`config.mk`:
```
export PLATFORM = sky130hd
export DESIGN_NAME = can_timing_ctrl
export DESIGN_NICKNAME = d
export VERILOG_FILES = /design/src/rtl/can_timing_ctrl.sv
export SDC_FILE = /design/constraint.sdc
export NUM_CORES = 1
export LEC_CHECK = 0
export CORE_MARGIN = 4
export CORE_UTILIZATION = 46
export CTS_BUF_LIST = sky130_fd_sc_hd__clkbuf_4 sky130_fd_sc_hd__clkbuf_8
export CTS_CLUSTER_DIAMETER = 100
export DETAILED_ROUTE_END_ITERATION = 8
export DONT_BUFFER_PORTS = 1
export SLEW_MARGIN = 0
export SYNTH_ARGS = -nofsm -noshare
export SYNTH_HDL_FRONTEND = slang
export SYNTH_SLANG_ARGS = --single-unit
```
`constraint.sdc`:
```
create_clock -name clk -period 3.9 [get_ports clk]
set_input_delay 0.585 -clock clk [delete_from_list [all_inputs] [get_ports clk]]
set_output_delay 0.585 -clock clk [all_outputs]
set_load 0.02 [all_outputs]
```
`src/rtl/can_timing_ctrl.sv`:
```
// CAN bit-timing controller: owns the bit-timing configuration, holds the
// time-quantum generator in reset while configuring, and performs bus integration.
module can_timing_ctrl #(
    parameter logic [5:0] DEF_BRP   = 6'd3,
    parameter logic [3:0] DEF_TSEG1 = 4'd10,
    parameter logic [2:0] DEF_TSEG2 = 3'd3,
    parameter logic [1:0] DEF_SJW   = 2'd0
) (
    input  logic        clk,
    input  logic        rst_n,
    input  logic        cfg_wr,
    input  logic [14:0] cfg_wdata,
    input  logic        cfg_mode_req,
    input  logic        rx,
    input  logic        bit_tick,
    input  logic        sample_point,
    output logic [5:0]  brp,
    output logic [3:0]  tseg1,
    output logic [2:0]  tseg2,
    output logic [1:0]  sjw,
    output logic        gen_rst_n,
    output logic [1:0]  state,
    output logic [3:0]  integ_cnt,
    output logic        bus_idle,
    output logic        cfg_ack,
    output logic        cfg_err
);

    // state      | meaning
    // CONFIG     | generator held in reset, configuration writes accepted
    // INTEGRATE  | counting consecutive recessive samples before joining the bus
    // ACTIVE     | bus idle detected, normal operation
    localparam logic [1:0] ST_CONFIG    = 2'd0;
    localparam logic [1:0] ST_INTEGRATE = 2'd1;
    localparam logic [1:0] ST_ACTIVE    = 2'd2;

    localparam logic [3:0] INTEG_DONE = 4'd11;

    logic [5:0] wr_brp;
    logic [3:0] wr_tseg1;
    logic [2:0] wr_tseg2;
    logic [1:0] wr_sjw;
    logic       wr_valid;
    logic       wr_accept;
    logic [1:0] state_nxt;
    logic [3:0] cnt_nxt;

    assign wr_brp    = cfg_wdata[5:0];
    assign wr_tseg1  = cfg_wdata[9:6];
    assign wr_tseg2  = cfg_wdata[12:10];
    assign wr_sjw    = cfg_wdata[14:13];
    assign wr_valid  = (wr_tseg1 != 4'd0) && ({1'b0, wr_sjw} <= wr_tseg2);
    assign wr_accept = cfg_wr && (state == ST_CONFIG) && wr_valid;

    always_comb begin
        state_nxt = state;
        cnt_nxt   = integ_cnt;
        case (state)
            ST_CONFIG: begin
                cnt_nxt = 4'd0;
                if (!cfg_mode_req)
                    state_nxt = ST_INTEGRATE;
            end
            ST_INTEGRATE: begin
                // A configuration request aborts integration even on the completing sample.
                if (cfg_mode_req) begin
                    state_nxt = ST_CONFIG;
                    cnt_nxt   = 4'd0;
                end else if (sample_point) begin
                    if (!rx) begin
                        cnt_nxt = 4'd0;
                    end else if (integ_cnt >= INTEG_DONE - 4'd1) begin
                        cnt_nxt   = INTEG_DONE;
                        state_nxt = ST_ACTIVE;
                    end else begin
                        cnt_nxt = integ_cnt + 4'd1;
                    end
                end
            end
            ST_ACTIVE: begin
                if (cfg_mode_req && bit_tick) begin
                    state_nxt = ST_CONFIG;
                    cnt_nxt   = 4'd0;
                end
            end
            default: begin
                state_nxt = ST_CONFIG;
                cnt_nxt   = 4'd0;
            end
        endcase
    end

    always_ff @(posedge clk) begin
        if (!rst_n) begin
            state     <= ST_CONFIG;
            gen_rst_n <= 1'b0;
            brp       <= DEF_BRP;
            tseg1     <= DEF_TSEG1;
            tseg2     <= DEF_TSEG2;
            sjw       <= DEF_SJW;
            integ_cnt <= 4'd0;
            bus_idle  <= 1'b0;
            cfg_ack   <= 1'b0;
            cfg_err   <= 1'b0;
        end else begin
            state     <= state_nxt;
            integ_cnt <= cnt_nxt;
            // Derived from the next state so it tracks state without a cycle of lag.
            gen_rst_n <= (state_nxt == ST_INTEGRATE) || (state_nxt == ST_ACTIVE);
            bus_idle  <= (state_nxt == ST_ACTIVE);
            cfg_ack   <= wr_accept;
            if (cfg_wr)
                cfg_err <= !wr_accept;
            if (wr_accept) begin
                brp   <= wr_brp;
                tseg1 <= wr_tseg1;
                tseg2 <= wr_tseg2;
                sjw   <= wr_sjw;
            end
        end
    end

endmodule

```
# Word-level counts from Yosys, hierarchy flattened
# Cells that the tools add are included.
classes:
  addsub: 1
  n_lt_le_gt_ge: 2
  eq_ne: 6
  n_mux: 13
  n_reduce_logical: 9
op_table:
  columns: ["cell", "count"]
  rows:
  - ["$mux 4", 5]
  - ["$mux 2", 6]
  - ["$pmux 4 s2", 1]
  - ["$pmux 2 s3", 1]
  - ["$add 4x1->4 const B", 1]
  - ["$eq 2x1->1 const B", 2]
  - ["$eq 2x2->1 const B", 2]
  - ["$ge 4x4->1 const B", 1]
  - ["$logic_and 1x1->1", 4]
  - ["$reduce_bool 4->1", 1]
  - ["$le 2x3->1", 1]
  - ["$ne 3x3->1 const B", 1]
  - ["$logic_not 2->1", 1]
  - ["$ne 2x2->1 const B", 1]
  - ["$reduce_and 2->1", 1]
  - ["$logic_not 1->1", 1]
  - ["$logic_or 1x1->1", 1]
word_totals:
  reg_bits: 25
  in_bits: 22
  out_inout_bits: 25
  word_cells: 41

# Longest topological paths before layout
logic_depth:
  ltp_word: 8
  depth_mapped: 7
  mapped_depth_nobuf: 7

# Worst setup path before layout
# OpenSTA, ideal clock, no wires.
synth_path:
  kind: "input-to-reg"
  start: "in cfg_wdata[11]"
  end: "reg brp[0]"
  setup_time_ps: 72
  t_arrival_ps: 1727
  t_required_ps: 3828
  path_slack_ps: 2102
  stages: 6
  cell_sequence: "inv_1 ha_1 a21o_1 a21oi_4 buf_8 mux2i_1"
synth_between:
  elab_chain_len: 3
synth_rtl:
  columns: ["item", "line", "rtl"]
  rows:
  - ["start, declared", "12", "input logic [14:0] cfg_wdata,"]
  - ["$le 2x3->1", "52", "assign wr_valid = (wr_tseg1 != 4'd0) && ({1'b0, wr_sjw} <= wr_tseg2);"]
  - ["$logic_and 1x1->1", "52", null]
  - ["$logic_and 1x1->1", "53", "assign wr_accept = cfg_wr && (state == ST_CONFIG) && wr_valid;"]
  - ["end signal, assigned", "115", "brp <= wr_brp;"]
  - ["end, declared", "17", "output logic [5:0] brp,"]
# Every way passes these cells.
# A chain may end at the register's enable or synchronous reset.

# Worst setup path in the final report
layout_path:
  start: "reg integ_cnt[1]"
  end: "reg gen_rst_n"
layout_between:
  elab_chain_len: 8
  word_cells_on_any_way: 9
  cone_classes: "1 x order compare; 2 x eq/ne; 5 x mux; 1 x reduce/logical"
layout_rtl:
  columns: ["item", "line", "rtl"]
  rows:
  - ["start, declared", "23", "output logic [3:0] integ_cnt,"]
  - ["start signal, assigned", "107", "integ_cnt <= cnt_nxt;"]
  - ["$ge 4x4->1 (*)", "72", "end else if (integ_cnt >= INTEG_DONE - 4'd1) begin"]
  - ["$mux 2 (*)", "72", null]
  - ["$mux 2 (*)", "70", "if (!rx) begin"]
  - ["$mux 2 (*)", "69", "end else if (sample_point) begin"]
  - ["$mux 2 (*)", "66", "if (cfg_mode_req) begin"]
  - ["$pmux 2 s3 (*)", "58", "case (state)"]
  - ["named net state_nxt[1]", "45", "logic [1:0] state_nxt;"]
  - ["$eq 2x1->1 or $eq 2x2->1 (tied branches)", "109", "gen_rst_n <= (state_nxt == ST_INTEGRATE) || (state_nxt == ST_ACTIVE);"]
  - ["$logic_or 1x1->1 (*)", "109", null]
  - ["end signal, assigned", "109", null]
  - ["end, declared", "21", "output logic gen_rst_n,"]
# The timed path passes the listed nets; every way through them passes the cells marked *.

==> impl_metrics.py <==
metrics = {
    "run_status": {
        "status": "completed",
    },
    "sta": {
        "maxSlewViolCount": 0,
        "setup_viol": 0,
        "rsz0062_at_grt": "no",
        "fin_crit_ps": 1860,
        "timing.final.crit_share": 0.478,
        "relSlewSlack": 0.576,
        "skew_ps": 6.97,
        "tightest_slew_ps": 634,
        "max_clock_freq_mhz": 537,
        "hold_violations": 0,
        "timing.final.ws_setup_ps": 2040,
        "setup_tns_ps": 0,
    },
    "finish": {
        "postLayoutCoreUtil": 0.512,
        "multi_input_area_um2": 567,
        "final_cells": 151,
        "n_antenna_cell": 0,
        "final_net_count": 151,
        "layout-drive-gt1-share": 0.0569,
        "design_area_um2": 1150,
        "seqCellArea_um2": 500,
        "syn_to_final_growth_pct": 3.13,
        "nFillCells": 235,
    },
    "power_and_ir_drop": {
        "clockPowerShare": 0.260,
        "p_seq_frac": 0.653,
        "p_int_mw": 0.326,
        "power.switching_mw": 0.125,
        "ir_drop_mv": 0.213,
        "combinationalPowerShare": 0.088,
        "p_per_area_nw_per_um2": 391,
        "swShare": 0.278,
        "p_leak_nw": 0.469,
    },
    "setup_path": {
        "critPathArrivalTime_ps": 2120,
        "timing.critical_path.mode_cell": "ha_1",
        "critPathBufInv": 0,
        "cp_top_family": "flip-flops",
        "crit_slowest_cell": "dfxtp_1",
        "ff2ff_setup_slack_ps": 2040,
        "reg2reg_to": "gen_rst_n",
        "r2r_start": "integ_cnt[1]",
        "critPathCaptureType": "flip-flop",
        "path_cells": "ha_1 -> o31a_1 -> nand4_1 -> o31ai_1 -> ha_1 -> nor2_1",
        "cp_max_fo": 7,
        "worstRegToRegCells": 6,
        "required_ps": 4160,
        "slowest_delay_ps": 580,
        "worstSetupPathType": "flip-flop to flip-flop",
        "crit_path_start_kind": "flip-flop",
    },
    "global_route": {
        "grt_usage": 0.141,
        "grt_pass1_vias": 815,
        "grt_pass1_wl_um": 3660,
        "grt_max_degree": 27,
        "grt_overflow_total": 0,
        "antenna_found_initial": 0,
    },
    "cts": {
        "clk_latency_ps": 320,
        "cts_made_buffers": 3,
        "post_cts_buffers": 0,
        "cts_max_level": 1,
        "postCtsHoldBufs": 0,
        "clockRootBuffer": "clkbuf_4",
        "clock_path_buffers": 2,
        "clk_pin_slew_ps": 140,
        "cts_resized": 0,
        "clkSinkCount": 25,
        "cts_tree": "built",
    },
    "detailed_routing": {
        "ant_nets": 0,
        "drtIter0Drc": 7,
        "viasPerCell": 5.44,
        "dr.pass1.iters": 4,
        "vias": 821,
        "drc": 0,
        "wire_per_inst_um": 14.4,
        "drt-total-wl_um": 2180,
    },
    "floorplanning": {
        "die_w_um": 57.3,
        "ios": 47,
        "die_h_um": 57.3,
        "coreArea_um2": 2250,
        "start_util": 0.497,
        "num_rows": 17,
        "dieArea_um2": 3290,
    },
    "synthesis": {
        "synth_cell_types": 30,
        "syn_area_um2": 1120,
        "ys_ff_latch": 25,
        "synth_fp_nets": 151,
        "syn-instance-count": 124,
        "seq_area_frac_synth": 0.447,
        "synth.avg_cell_area_um2": 9.03,
        "synth_warnings": 0,
    },
    "placed_design": {
        "io_buffer_count": 0,
        "dpl.hpwl_um": 1680,
        "place_inst": 147,
        "gp_routability_congestion": 0.746,
        "postPlaceCellArea_um2": 1120,
        "dpl_worst_slack_ps": 1880,
    },
    "worst_hold_path": {
        "min_from": "rst_n",
        "whs_path_depth": 1,
        "min_path_type": "input port to flip-flop",
        "holdPathEnd": "cfg_ack",
    },
    "job": {
        "maxCapViolations": 0,
    },
}
logic make-up after synthesis:
logic type / Yosys count / share of synthesized area
AO/OA/AOI/OAI: 14 / 0.0950
adder cells (fa/ha/maj): 5 / 0.0559
buffers and inverters: 11 / 0.0469
flip-flops: 25 / 0.447
multiplexers: 14 / 0.125
AND/OR/NAND/NOR: 55 / 0.230
cells in the mapped netlist, drive strengths merged:
cell type	count	area share
a41oi	1	0.0078
o31ai	3	0.020
dfxtp	25	0.45
o22ai	1	0.0056
inv	5	0.017
mux2i	14	0.13
nand2b	1	0.0056
nor2	17	0.057
nand3	2	0.013
nand4	3	0.017
o31a	1	0.0078
ha	5	0.056
nor2b	2	0.011
a31oi	2	0.011
and3	1	0.0056
clkbuf	4	0.013
o2111ai	1	0.0078
and2	3	0.017
a21oi	2	0.019
or4	1	0.010
nand2	22	0.074
o21ai	2	0.0089
nor3	1	0.0045
nor4b	1	0.0078
nand4b	1	0.0078
a21o	1	0.0067
clkinv	1	0.0033
buf	1	0.013
sequential cells by signal (all words and copies together), names as in the netlist:
signal and count:
brp 6, integ_cnt 4, tseg1 4, tseg2 3, sjw 2, state 2, bus_idle 1, cfg_ack 1
cfg_err 1, gen_rst_n 1
worst max path at each step:
stage / cells past startpoint / from / slack [ps] / to
floorplan: 6 / cfg_wdata[11] / 2100 / brp[0]
global placement: 5 / cfg_wdata[11] / 1950 / tseg2[2]
detailed placement: 5 / cfg_wdata[11] / 1880 / sjw[1]
CTS: 6 / integ_cnt[1] / 2030 / gen_rst_n
global route: 6 / integ_cnt[1] / 1840 / gen_rst_n
finish: 6 / integ_cnt[1] / 2040 / gen_rst_n
layer usage:
layer | track usage | up-vias | part of all wire
li1 | - | 425 | -
met1 | 0.166 | 365 | 0.41
met2 | 0.218 | 29 | 0.47
met3 | 0.0656 | 2 | 0.11
met4 | 0.0596 | 0 | 0.0064
met5 | 0 | - | 0
area by class of cell:
| class | count | share of cell area |
|---|---|---|
| tap | 28 | 0.0303 |
| multi-input combinational | 88 | 0.491 |
| sequential | 25 | 0.433 |
| clock inverter | 1 | 0.00650 |
| clock buffer | 3 | 0.0195 |
| inverter | 6 | 0.0195 |
cells in the final DEF, fill, tap and decap left out:
master and n:
a21oi_1 1, nor4b_1 1, and3_1 1, o21ai_0 2, o2111ai_1 1, o22ai_1 1
a21o_1 1, mux2i_1 14, a31oi_1 2, nor3_1 1, a41oi_1 1, inv_1 5
nand3_2 1, o31a_1 1, nand3_1 1, clkinvlp_4 1, or4_4 1, nand4b_1 1
nor2b_1 2, nand4_1 3, clkinv_1 1, nand2b_1 1, nand2_1 22, a21oi_4 1
o31ai_1 3, and2_1 3, dfxtp_1 25, clkbuf_4 3, nor2_1 17, ha_1 5
power groups by stage:
stage | Combinational [mW] | Sequential (mW) | Clock (mW)
floorplan | 0.0408 | 0.298 | 0
global placement | 0.0390 | 0.301 | 0
detailed placement | 0.0406 | 0.301 | 0
CTS | 0.0407 | 0.295 | 0.125
global route | 0.0461 | 0.297 | 0.135
finish | 0.0397 | 0.295 | 0.117
stage by stage:
step / hold slack, ps / power, mW
finish: 377 / 0.451
global route: 353 / 0.478
CTS: 361 / 0.461
detailed placement: 556 / 0.342
global placement: 547 / 0.340
floorplan: 533 / 0.338
(Power assumes the default switching activity.)
